**src/rtl/lagd_spi_host_master.sv**
```systemverilog
// SPI host (mode 0, single lane, MSB first) that turns single-word read/write requests into SPI frames.
// Define LAGD_SPI_HOST_STATUS_EN to append an 8-bit status read to write frames and drive rsp_err_o.
module lagd_spi_host_master #(
    parameter int ClkDiv      = 4,
    parameter int AddrWidth   = 32,
    parameter int DataWidth   = 32,
    parameter int DummyCycles = 8
) (
    input  logic                 clk_i,
    input  logic                 rst_ni,
    input  logic                 req_valid_i,
    output logic                 req_ready_o,
    input  logic                 req_write_i,
    input  logic [AddrWidth-1:0] req_addr_i,
    input  logic [DataWidth-1:0] req_wdata_i,
    output logic                 rsp_valid_o,
    input  logic                 rsp_ready_i,
    output logic [DataWidth-1:0] rsp_rdata_o,
    output logic                 rsp_err_o,
    output logic                 busy_o,
    output logic                 spi_sck_o,
    output logic                 spi_csn_o,
    output logic                 spi_sdo_o,
    input  logic                 spi_sdi_i
);
    localparam int TxW     = (AddrWidth > DataWidth) ? ((AddrWidth > 8) ? AddrWidth : 8)
                                                     : ((DataWidth > 8) ? DataWidth : 8);
    localparam int MaxBits = (DummyCycles > TxW) ? DummyCycles : TxW;
    localparam int CntW    = $clog2(MaxBits + 1);
    localparam int DivW    = (ClkDiv > 1) ? $clog2(ClkDiv) : 1;
    localparam logic [7:0]      CmdWrite = 8'h02;
    localparam logic [7:0]      CmdRead  = 8'h0B;
    localparam logic [DivW-1:0] DivLast  = DivW'(ClkDiv - 1);

    typedef enum logic [3:0] {
        ST_IDLE,
        ST_CS_SETUP,
        ST_CMD,
        ST_ADDR,
        ST_WDATA,
        ST_DUMMY,
        ST_RDATA,
`ifdef LAGD_SPI_HOST_STATUS_EN
        ST_STATUS,
`endif
        ST_CS_HOLD,
        ST_RESP
    } state_t;

    state_t               r_state, w_state_next, w_follow;
    logic [DivW-1:0]      r_div, w_div_next;
    logic                 r_high, w_high_next;
    logic [CntW-1:0]      r_bits, w_bits_next;
    logic [TxW-1:0]       r_tx, w_tx_next;
    logic [DataWidth-1:0] r_rx, w_rx_next;
    logic                 r_write, w_write_next;
    logic [AddrWidth-1:0] r_addr, w_addr_next;
    logic [DataWidth-1:0] r_wdata, w_wdata_next;
    logic                 r_sck, w_sck_next;
    logic                 r_csn, w_csn_next;
    logic                 r_sdo, w_sdo_next;
    logic                 w_tick;
    logic                 w_sample;

    assign w_tick = (r_div == DivLast);
`ifdef LAGD_SPI_HOST_STATUS_EN
    assign w_sample = (r_state == ST_RDATA) || (r_state == ST_STATUS);
`else
    assign w_sample = (r_state == ST_RDATA);
`endif

    always_ff @(posedge clk_i or negedge rst_ni) begin
        if (!rst_ni) begin
            r_state <= ST_IDLE;
            r_div   <= '0;
            r_high  <= 1'b0;
            r_bits  <= '0;
            r_tx    <= '0;
            r_rx    <= '0;
            r_write <= 1'b0;
            r_addr  <= '0;
            r_wdata <= '0;
            r_sck   <= 1'b0;
            r_csn   <= 1'b1;
            r_sdo   <= 1'b0;
        end else begin
            r_state <= w_state_next;
            r_div   <= w_div_next;
            r_high  <= w_high_next;
            r_bits  <= w_bits_next;
            r_tx    <= w_tx_next;
            r_rx    <= w_rx_next;
            r_write <= w_write_next;
            r_addr  <= w_addr_next;
            r_wdata <= w_wdata_next;
            r_sck   <= w_sck_next;
            r_csn   <= w_csn_next;
            r_sdo   <= w_sdo_next;
        end
    end

    always_comb begin
        w_state_next = r_state;
        w_high_next  = r_high;
        w_bits_next  = r_bits;
        w_tx_next    = r_tx;
        w_rx_next    = r_rx;
        w_write_next = r_write;
        w_addr_next  = r_addr;
        w_wdata_next = r_wdata;
        w_sck_next   = r_sck;
        w_csn_next   = r_csn;
        w_sdo_next   = r_sdo;
        w_div_next   = w_tick ? '0 : r_div + DivW'(1);

        // Which shift state follows the current one once its last bit falls.
        w_follow = ST_CS_HOLD;
        case (r_state)
            ST_CMD:   w_follow = ST_ADDR;
            ST_ADDR:  w_follow = r_write ? ST_WDATA : ((DummyCycles > 0) ? ST_DUMMY : ST_RDATA);
            ST_DUMMY: w_follow = ST_RDATA;
`ifdef LAGD_SPI_HOST_STATUS_EN
            ST_WDATA: w_follow = ST_STATUS;
`endif
            default:  w_follow = ST_CS_HOLD;
        endcase

        case (r_state)
            ST_IDLE: begin
                w_div_next = '0;
                if (req_valid_i) begin
                    w_state_next = ST_CS_SETUP;
                    w_write_next = req_write_i;
                    w_addr_next  = req_addr_i;
                    w_wdata_next = req_wdata_i;
                    w_csn_next   = 1'b0;
                    w_high_next  = 1'b0;
                    w_bits_next  = CntW'(8);
                    w_rx_next    = '0;
                    w_tx_next    = TxW'(req_write_i ? CmdWrite : CmdRead) << (TxW - 8);
                    w_sdo_next   = req_write_i ? CmdWrite[7] : CmdRead[7];
                end
            end
            ST_CS_SETUP: begin
                if (w_tick) begin
                    w_state_next = ST_CMD;
                    w_sck_next   = 1'b1;
                    w_high_next  = 1'b1;
                end
            end
            ST_CS_HOLD: begin
                // First half covers the low phase of the final bit, second half is the CSN hold.
                if (w_tick) begin
                    if (r_high) begin
                        w_state_next = ST_RESP;
                        w_csn_next   = 1'b1;
                        w_high_next  = 1'b0;
                    end else begin
                        w_high_next = 1'b1;
                    end
                end
            end
            ST_RESP: begin
                w_div_next = '0;
                if (rsp_ready_i) begin
                    w_state_next = ST_IDLE;
                end
            end
            default: begin
                if (w_tick) begin
                    if (r_high) begin
                        w_sck_next  = 1'b0;
                        w_high_next = 1'b0;
                        if (r_bits == CntW'(1)) begin
                            w_state_next = w_follow;
                            w_tx_next    = '0;
                            w_sdo_next   = 1'b0;
                            case (w_follow)
                                ST_ADDR: begin
                                    w_bits_next = CntW'(AddrWidth);
                                    w_tx_next   = TxW'(r_addr) << (TxW - AddrWidth);
                                    w_sdo_next  = r_addr[AddrWidth-1];
                                end
                                ST_WDATA: begin
                                    w_bits_next = CntW'(DataWidth);
                                    w_tx_next   = TxW'(r_wdata) << (TxW - DataWidth);
                                    w_sdo_next  = r_wdata[DataWidth-1];
                                end
                                ST_DUMMY: w_bits_next = CntW'(DummyCycles);
                                ST_RDATA: w_bits_next = CntW'(DataWidth);
`ifdef LAGD_SPI_HOST_STATUS_EN
                                ST_STATUS: w_bits_next = CntW'(8);
`endif
                                default:  w_bits_next = '0;
                            endcase
                        end else begin
                            w_bits_next = r_bits - CntW'(1);
                            w_tx_next   = r_tx << 1;
                            w_sdo_next  = r_tx[TxW-2];
                        end
                    end else begin
                        w_sck_next  = 1'b1;
                        w_high_next = 1'b1;
                        if (w_sample) begin
                            w_rx_next = {r_rx[DataWidth-2:0], spi_sdi_i};
                        end
                    end
                end
            end
        endcase
    end

    assign req_ready_o = (r_state == ST_IDLE);
    assign busy_o      = (r_state != ST_IDLE);
    assign rsp_valid_o = (r_state == ST_RESP);
    assign rsp_rdata_o = (rsp_valid_o && !r_write) ? r_rx : '0;
`ifdef LAGD_SPI_HOST_STATUS_EN
    // On write frames the receive register only ever holds the status byte.
    assign rsp_err_o   = rsp_valid_o && r_write && (r_rx[7:0] != 8'h00);
`else
    assign rsp_err_o   = 1'b0;
`endif
    assign spi_sck_o   = r_sck;
    assign spi_csn_o   = r_csn;
    assign spi_sdo_o   = r_sdo;

endmodule
```
**config.mk**
```make
export PLATFORM = sky130hd
export DESIGN_NAME = lagd_spi_host_master
export DESIGN_NICKNAME = d
export VERILOG_FILES = /design/src/rtl/lagd_spi_host_master.sv
export SDC_FILE = /design/constraint.sdc
export NUM_CORES = 1
export LEC_CHECK = 0
export BUFFER_PORTS_ARGS = -buffer_cell sky130_fd_sc_hd__buf_2
export CAP_MARGIN = 20
export CORE_MARGIN = 5
export CORE_UTILIZATION = 56
export CTS_CLUSTER_SIZE = 28
export DETAILED_ROUTE_END_ITERATION = 16
export PLACE_DENSITY = 0.84
export SYNTH_ARGS = -nofsm -noshare
export SYNTH_HDL_FRONTEND = slang
export SYNTH_SLANG_ARGS = --single-unit
```
**constraint.sdc**
```tcl
create_clock -name clk_i -period 2.4 [get_ports clk_i]
set_clock_uncertainty 0.05 [all_clocks]
set_input_delay 0.24 -clock clk_i [delete_from_list [all_inputs] [get_ports clk_i]]
set_output_delay 0.24 -clock clk_i [all_outputs]
set_load 0.05 [all_outputs]
```
After elaboration in Yosys (flattened, before gate mapping)
Cells that the tools add are included.
Widths: inputs -> output; s select.
{"block": "op_classes", "addsub": 2, "eq_ne": 19, "muxes": 46, "bitwise_logic": 3, "n_reduce_logical": 22}
{"cell": "$mux 32", "n": 5}
{"cell": "$mux 31", "n": 4}
{"cell": "$pmux 31 s2", "n": 2}
{"cell": "$pmux 32 s2", "n": 1}
{"cell": "$mux 4", "n": 9}
{"cell": "$mux 6", "n": 4}
{"cell": "$pmux 6 s2", "n": 2}
{"cell": "$pmux 4 s4", "n": 1}
{"cell": "$eq 4x3->1 const B", "n": 3}
{"cell": "$reduce_and 4->1", "n": 3}
{"cell": "$mux 1", "n": 10}
{"cell": "$ne 2x2->1 const B", "n": 5}
{"cell": "$eq 3x3->1 const B", "n": 3}
{"cell": "$pmux 3 s3", "n": 1}
{"cell": "$reduce_or 3->1", "n": 3}
{"cell": "$eq 4x2->1 const B", "n": 2}
{"cell": "$pmux 1 s2", "n": 4}
{"cell": "$reduce_and 8->1", "n": 1}
{"cell": "$reduce_bool 2->1", "n": 4}
{"cell": "$reduce_bool 4->1", "n": 2}
{"cell": "$eq 6x1->1 const B", "n": 1}
{"cell": "$sub 6x1->6 const B", "n": 1}
{"cell": "$reduce_and 5->1", "n": 1}
{"cell": "$reduce_bool 5->1", "n": 1}
{"cell": "other kinds (15)", "n": 19}
{"block": "word_totals", "register_bits": 144, "inputBits": 70, "output_inout_bits": 39}

Depth between registers and ports, before layout
Gate-level depths: netlist (run 1).
{"block": "depth", "word_depth": 9, "mapped_depth": 8, "depth_no_buf": 6}

Worst setup path before layout (run 1)
No wires, ideal clock.
{"block": "synth_timing", "path_kind": "register to output", "startpoint": "reg r_state[2]", "endpoint": "out rsp_rdata_o[10]", "arrival_ps": 2450, "slack_ps": -340, "stages_incl_launch_ff": 6, "n_path_buf": 1, "path_cell_list": "dfrtp_1 nor3_1 and2_1 nor2b_1 clkbuf_1 and2_1"}
{"block": "synth_via", "elab_chain_len": 3}
{"element": "start: declaration", "line_no": "50", "text": "state_t r_state, w_state_next, w_follow;"}
{"element": "start signal: assignment", "line_no": "87", "text": "r_state <= w_state_next;"}
{"element": "$eq 4x4->1", "line_no": "215", "text": "assign rsp_valid_o = (r_state == ST_RESP);"}
{"element": "net rsp_valid_o", "line_no": "16", "text": "output logic rsp_valid_o,"}
{"element": "$logic_and 1x1->1", "line_no": "216", "text": "assign rsp_rdata_o = (rsp_valid_o && !r_write) ? r_rx : '0;"}
{"element": "$mux 32", "line_no": "216"}
{"element": "end: declaration", "line_no": "18", "text": "output logic [DataWidth-1:0] rsp_rdata_o,"}
The timed path passes the listed nets, and every way through them passes these cells.

Worst setup path in the final report (run 1)
{"block": "layout_timing", "startpoint": "reg r_state[3]", "endpoint": "out busy_o"}
{"block": "layout_via", "elab_chain_len": 1}
{"element": "$reduce_bool 4->1", "line_no": "214", "text": "assign busy_o = (r_state != ST_IDLE);"}
{"element": "end: declaration", "line_no": "20", "text": "output logic busy_o,"}
Every way passes these cells.

==> run_results.csv, run 1 <==
group,metric,value,unit
status,outcome,"complete, no violations",
final_layout,drive_above_1_share,20.36,%
global_routing,grt_pass1_vias,6549,
place,routabilityCongestion,0.9149,
critical_path,worstPathRequired,2.11,ns
routing,viasPerCell,5.860,
die,rows,39,
power,power.density,629.7,nW/um^2
routing,drtIter0Drc,587,
routing,drc,0,
global_routing,top_usage_layer,"met2",
logic_synthesis,post_synth.cell_area_avg,8.757,um^2
global_routing,gr-total-overflow,0,
die,die_h,118.9,um
die,start_util,57.64,%
critical_path,worstSetupStartpointType,"flop",
final_layout,syn_to_final_growth,34.10,%
clock_tree,clk_pin_slew,0.06,ns
timing,tightestPinTransition,0.6726,ns
logic_synthesis,async_reset_ff_share,100.0,%
timing,post-route-period-util,98.63,%
min_path,hold_path_class,"input port to flop",
clock_tree,cts_sinks,144,
job,cap_violations,0,
logic_synthesis,syn-cell-area,6638,um^2
final_layout,fillers,706,
clock_tree,cts_setup_buffers,0,
timing,finalCriticalPeriod,2.367,ns
clock_tree,tritoncts,"yes",
global_routing,grt_use_total,27.19,%
global_routing,antenna_found_initial,1,
global_routing,grt_util_met3,6.019,%
logic_synthesis,synth_top_cell_area_share,53.91,%
logic_synthesis,synth_edf_count,0,
clock_tree,clk_path_buf_depth,2,
timing,setup_viol,0,
power,finalPower,0.005605,W
clock_tree,cts_buffers,17,
logic_synthesis,yosys-top-cells-area,"dfrtp_1 (54%), nand2_1 (17%), o21ai_0 (5.1%), a221oi_1 (3.7%), and2_1 (3.4%)",
final_layout,most-common-layout-cells,"nand2_1 (299), dfrtp_1 (139), buf_2 (73)",
timing,hold_violations,0,
clock_tree,clk_latency,0.42,ns
logic_synthesis,syn_inst,758,
routing,drtAntennaViolNets,0,
global_routing,use_met1,31.42,%
global_routing,grt_max_degree,67,
critical_path,crit_fanout,33,
power,worst_ir_drop_vdd,0.0006288,V
timing,max_clock_freq,0.4224,GHz
die,ioPinCount,109,
logic_synthesis,synth_seq_cells,144,
clock_tree,cts-htree-levels,4,
routing,via_count,6340,
place,place_ws,-0.06612,ns
timing,setup_ws,0.03279,ns
global_routing,grt_pass1_wl,31110,um
routing,dr.pass1.iters,5,
critical_path,crit_type,"flop to primary output",
routing,wl,19230,um
die,dieWidth,118.9,um
place,dp_hpwl,10500,um
logic_synthesis,yosys.area.top_type,"dfrtp_1",
logic_synthesis,synthFlopType,"dfrtp_1",
final_layout,multiInputGateArea,2820,um^2
logic_synthesis,syn_nets,831,
logic_synthesis,synth_warnings,0,
power,leakage,4.345,nW
global_routing,grt_use_met2,47.03,%
timing,slew_headroom,55.16,%
logic_synthesis,synth.distinct_cells,52,
die,die-area,14130,um^2
place,place.port_buffers,107,
clock_tree,cts-root-buf,"clkbuf_16",
critical_path,worstSetupEndpointType,"primary output",
final_layout,mostFrequentLayoutCell,"nand2_1",
timing,slew_viol_final,0,
logic_synthesis,ys_seq_area_share,54.31,%
final_layout,layout.area.seq,3610,um^2
die,core_area,11520,um^2
final_layout,nNetsFinal,998,
routing,wl_per_cell,17.78,um
critical_path,crit_arrival,2.08,ns
## routing by layer
metal | vias to the layer above | routed length, um
li1 | 2898 | -
met1 | 3096 | 7354
met2 | 272 | 9981
met3 | 74 | 1088
met4 | 0 | 809
met5 | - | 0
## worst max-delay path, stage by stage (launching register included)
cell	delay, ns
dfrtp_2	0.46
or4_4	0.59
buf_8	0.20
buf_8	0.19
buf_4	0.20
## stage by stage
step | utilization, % | area (um^2) | cells | TNS (ns) | hold slack, ns
4_1_cts | 76.29 | 8786 | 1078 | -1.115 | 0.01965
2_1_floorplan | - | 6644 | 758 | 0 | -0.1056
3_3_place_gp | 64.08 | 7380 | 980 | 0 | 0.1479
6_report | 77.29 | 8901 | 1082 | 0 | 0.05401
5_1_grt | 77.29 | 8901 | 1082 | -0.07968 | 0.09288
3_5_place_dp | 64.08 | 7380 | 980 | -0.2591 | 0.1527
## layout make-up
cell class	instances	share of cell area (%)
timing repair buffer	204	17.84
clock inverter	12	2.291
sequential	144	40.55
inverter	7	0.3514
antenna	1	0.02811
clock buffer	20	5.243
multi-input combinational	551	31.68
tap	143	2.010
## flip-flops by register name, indices dropped and copies added (netlist names)
| name | cells |
|---|---|
| r_write | 1 |
| r_wdata | 32 |
| spi_sdo_o | 1 |
| spi_csn_o | 1 |
| r_rx | 32 |
| r_tx | 31 |
| r_div | 2 |
| r_addr | 32 |
| spi_sck_o | 1 |
| r_bits | 6 |
| r_state | 4 |
| r_high | 1 |
## what timing repair did
item,4_1_cts,5_1_grt
endpoints found under the setup margin,65,35
gates resized for setup,34,27
endpoints found under the hold margin,112,0
hold buffers,66,0
gates cloned,0,2
pin swaps,1,0
## path summary, 6_finish.rpt
kind / startpoint / endpoint / slack, ns / cells past startpoint
max reg2reg: r_state[3] / r_bits[0] / 0.09 / 6
max: r_state[3] / busy_o / 0.03 / 4
max in group asynchronous: rst_ni / r_rx[31] / 1.26 / 3
min: spi_sdi_i / r_rx[0] / 0.05 / 3
min reg2reg: r_div[0] / r_div[0] / 0.39 / 1
min in group asynchronous: rst_ni / r_div[0] / 0.28 / 2
## cell families (layout without fill, tap and decap cells)
group	after synthesis	after routing	share of synthesized area [%]
fa+ha+maj	3	3	0.5656
simple gates	386	386	24.90
mux	1	1	0.1696
buf+inv	64	243	4.015
other cells	1	2	0.05650
compound gates	159	160	15.99
flops	144	144	54.31
## report_power, final
| part | switching, W | internal [W] | total [W] |
|---|---|---|---|
| Sequential | 0 | 0.00243 | 0.00243 |
| Clock | 0.00104 | 0.00193 | 0.00297 |
| Combinational | 0.0000876 | 0.000116 | 0.000204 |
| Total | 0.00113 | 0.00448 | 0.00560 |
## synthesized netlist by cell type, drive strengths merged, types with 2 or more instances
cell type and number:
o21ai 69, ha 3, or3 2, nor3b 2
o31ai 28, or4 2, a221oi 28, dfrtp 143
a22oi 5, o211ai 2, inv 6, a21oi 6
nor2b 4, nand2 300, and2 37, nand2b 2
clkbuf 44, nor4 5, nand3 6, o32a 2
nor3 5, buf 13, o22ai 6, o32ai 2
nor2 13, a21o 2, a31oi 3
Note: power is estimated with default switching activity, not from simulation.
==> inputs of run 2 (changes only) <==
--- a/config.mk
+++ b/config.mk
@@ -8,10 +8,11 @@
 export BUFFER_PORTS_ARGS = -buffer_cell sky130_fd_sc_hd__buf_2
 export CAP_MARGIN = 20
 export CORE_MARGIN = 5
-export CORE_UTILIZATION = 56
+export CORE_UTILIZATION = 58
+export CTS_BUF_LIST = sky130_fd_sc_hd__clkbuf_2 sky130_fd_sc_hd__clkbuf_4 sky130_fd_sc_hd__clkbuf_8
 export CTS_CLUSTER_SIZE = 28
 export DETAILED_ROUTE_END_ITERATION = 16
-export PLACE_DENSITY = 0.84
+export PLACE_DENSITY = 0.87
 export SYNTH_ARGS = -nofsm -noshare
 export SYNTH_HDL_FRONTEND = slang
 export SYNTH_SLANG_ARGS = --single-unit
==> run_results.csv, run 2 (synthesis gave the netlist of run 1 again) <==
group,metric,value,unit
final_layout,nNetsFinal,1000,
die,die-area,13680,um^2
clock_tree,cts_sinks,144,
job,cap_violations,0,
critical_path,crit_type,"flop to primary output",
routing,viasPerCell,5.835,
clock_tree,cts-root-buf,"clkbuf_8",
final_layout,top_regs,"r_addr: 32 flops, r_rx: 32 flops, r_wdata: 32 flops",
timing,fin_setup_tns,0,ns
routing,wl_per_cell,18.13,um
clock_tree,clk_pin_slew,0.07,ns
timing,post-route-period-util,97.46,%
die,dieWidth,117.0,um
routing,via_count,6325,
routing,drtAntennaViolNets,0,
critical_path,worstSetupStartpointType,"flop",
timing,setup_viol,0,
power,worst_ir_drop_vdd,0.0003789,V
global_routing,antenna_found_initial,0,
global_routing,use_met1,34.91,%
clock_tree,cts-htree-levels,4,
global_routing,grt_max_degree,67,
timing,tightestPinTransition,0.6843,ns
die,die_h,117.0,um
clock_tree,clk_latency,0.44,ns
place,place.port_buffers,107,
die,rows,39,
die,ioPinCount,109,
routing,drtIter0Drc,527,
global_routing,grt_use_met2,50.21,%
critical_path,max_stage_delay,0.44,ns
final_layout,syn_to_final_growth,33.46,%
place,dp_hpwl,10070,um
timing,slew_viol_final,0,
power,leakage,4.317,nW
final_layout,postLayoutCellArea,8859,um^2
status,outcome,"complete, no violations",
critical_path,slowest_stage,"dfrtp_1",
final_layout,most-common-layout-cells,"nand2_1 (299), dfrtp_1 (142), buf_2 (74)",
critical_path,worstPathCellList,"buf_6 > nor3_4 > and2_4 > nor2b_4 > buf_6 > and2_1 > buf_6",
critical_path,worstPathRequired,2.11,ns
place,routabilityCongestion,0.9016,
clock_tree,tritoncts,"yes",
clock_tree,cts_buffers,17,
clock_tree,clk_path_buf_depth,2,
critical_path,crit_fanout,16,
place,placed_area,7432,um^2
global_routing,grt_util_met3,4.884,%
timing,slew_headroom,54.38,%
routing,wl,19650,um
global_routing,grt_use_total,29.10,%
global_routing,gr-total-overflow,0,
critical_path,crit_arrival,2.05,ns
die,core_area,11320,um^2
routing,dr.pass1.iters,5,
global_routing,grt_pass1_wl,31060,um
final_layout,drive_above_1_share,20.53,%
routing,drc,0,
timing,max_clock_freq,0.4275,GHz
power,power.density,552.4,nW/um^2
final_layout,mostFrequentLayoutCell,"nand2_1",
global_routing,grt_pass1_vias,6493,
critical_path,worstSetupEndpointType,"primary output",
min_path,hold_path_class,"input port to flop",
global_routing,top_usage_layer,"met2",
die,start_util,58.63,%
timing,hold_violations,0,
critical_path,cpMostUsedCell,"buf_6",
timing,finalCriticalPeriod,2.339,ns
==> run 2: changes by cell type in the layout (fill, tap and decap cells not counted), sizes merged <==
cell         before  now
buf             137  142
clkinv            4    5
clkinvlp          3    0
dlygate4sd3      66   65
inv               7    8
o21ai            70   69
==> run 2: routing by layer <==
| layer | part of all wire (%) | wire length, um |
|---|---|---|
| met1 | 37 | 7237 |
| met2 | 53 | 10450 |
| met3 | 6.1 | 1207 |
| met4 | 3.9 | 761 |
| met5 | 0 | 0 |
==> run 2: repair_timing <==
action,CTS,global route
hold endpoints to repair,102,0
pin swaps,2,0
setup endpoints to repair,64,53
setup buffers,2,0
cloned,0,1
hold buffers,65,0
resized for setup,36,45
==> run 2: metrics by stage <==
stage          cells  hold slack [ns]  util [%]  setup slack, ns  total power, W
2_1_floorplan    758          -0.1056         -         0.006070        0.002479
3_3_place_gp     982           0.1221     65.65          0.04163        0.002587
3_5_place_dp     982           0.1248     65.65          -0.1042        0.002588
4_1_cts         1081         0.009290     76.51         -0.04446        0.004879
5_1_grt         1083          0.01299     78.23         -0.02411        0.005046
6_report        1084          0.02825     78.25          0.06094        0.004893
==> run 2: critical path, delay by kind of cell (launching register included) <==
family	cells	cell delay, ns
simple gates	4	0.69
buf+inv	3	0.50
flops	1	0.44
==> run 2: power breakdown <==
part | switching (W) | internal (W) | leakage, nW
logic | 0.0000910 | 0.000116 | 2.11
clock network | 0.000947 | 0.00132 | 0.239
registers | 0 | 0.00242 | 1.97
total | 0.00104 | 0.00386 | 4.32
==> run 2: layout make-up <==
cell class | count | area [um^2]
Clock buffer | 21 | 270.3
Tap cell | 143 | 178.9
Inverter | 7 | 31.28
Timing Repair Buffer | 207 | 1744
Multi-Input combinational cell | 550 | 2823
Clock inverter | 11 | 202.7
Antenna cell | 1 | 2.502
Sequential cell | 144 | 3606
Fill cell | 685 | 2462
==> run 2: worst paths after layout <==
check                                     from               to  slack, ns  cells after the start
worst max-delay path                r_state[2]  rsp_rdata_o[19]       0.06                      7
worst min-delay path            req_addr_i[30]       r_addr[30]       0.03                      3
worst max register to register      r_state[2]        r_bits[0]       0.16                      6
worst min register to register        r_div[0]         r_div[0]       0.41                      1
max in group asynchronous               rst_ni       r_addr[30]       1.34                      3
min in group asynchronous               rst_ni         r_rx[27]       0.23                      2
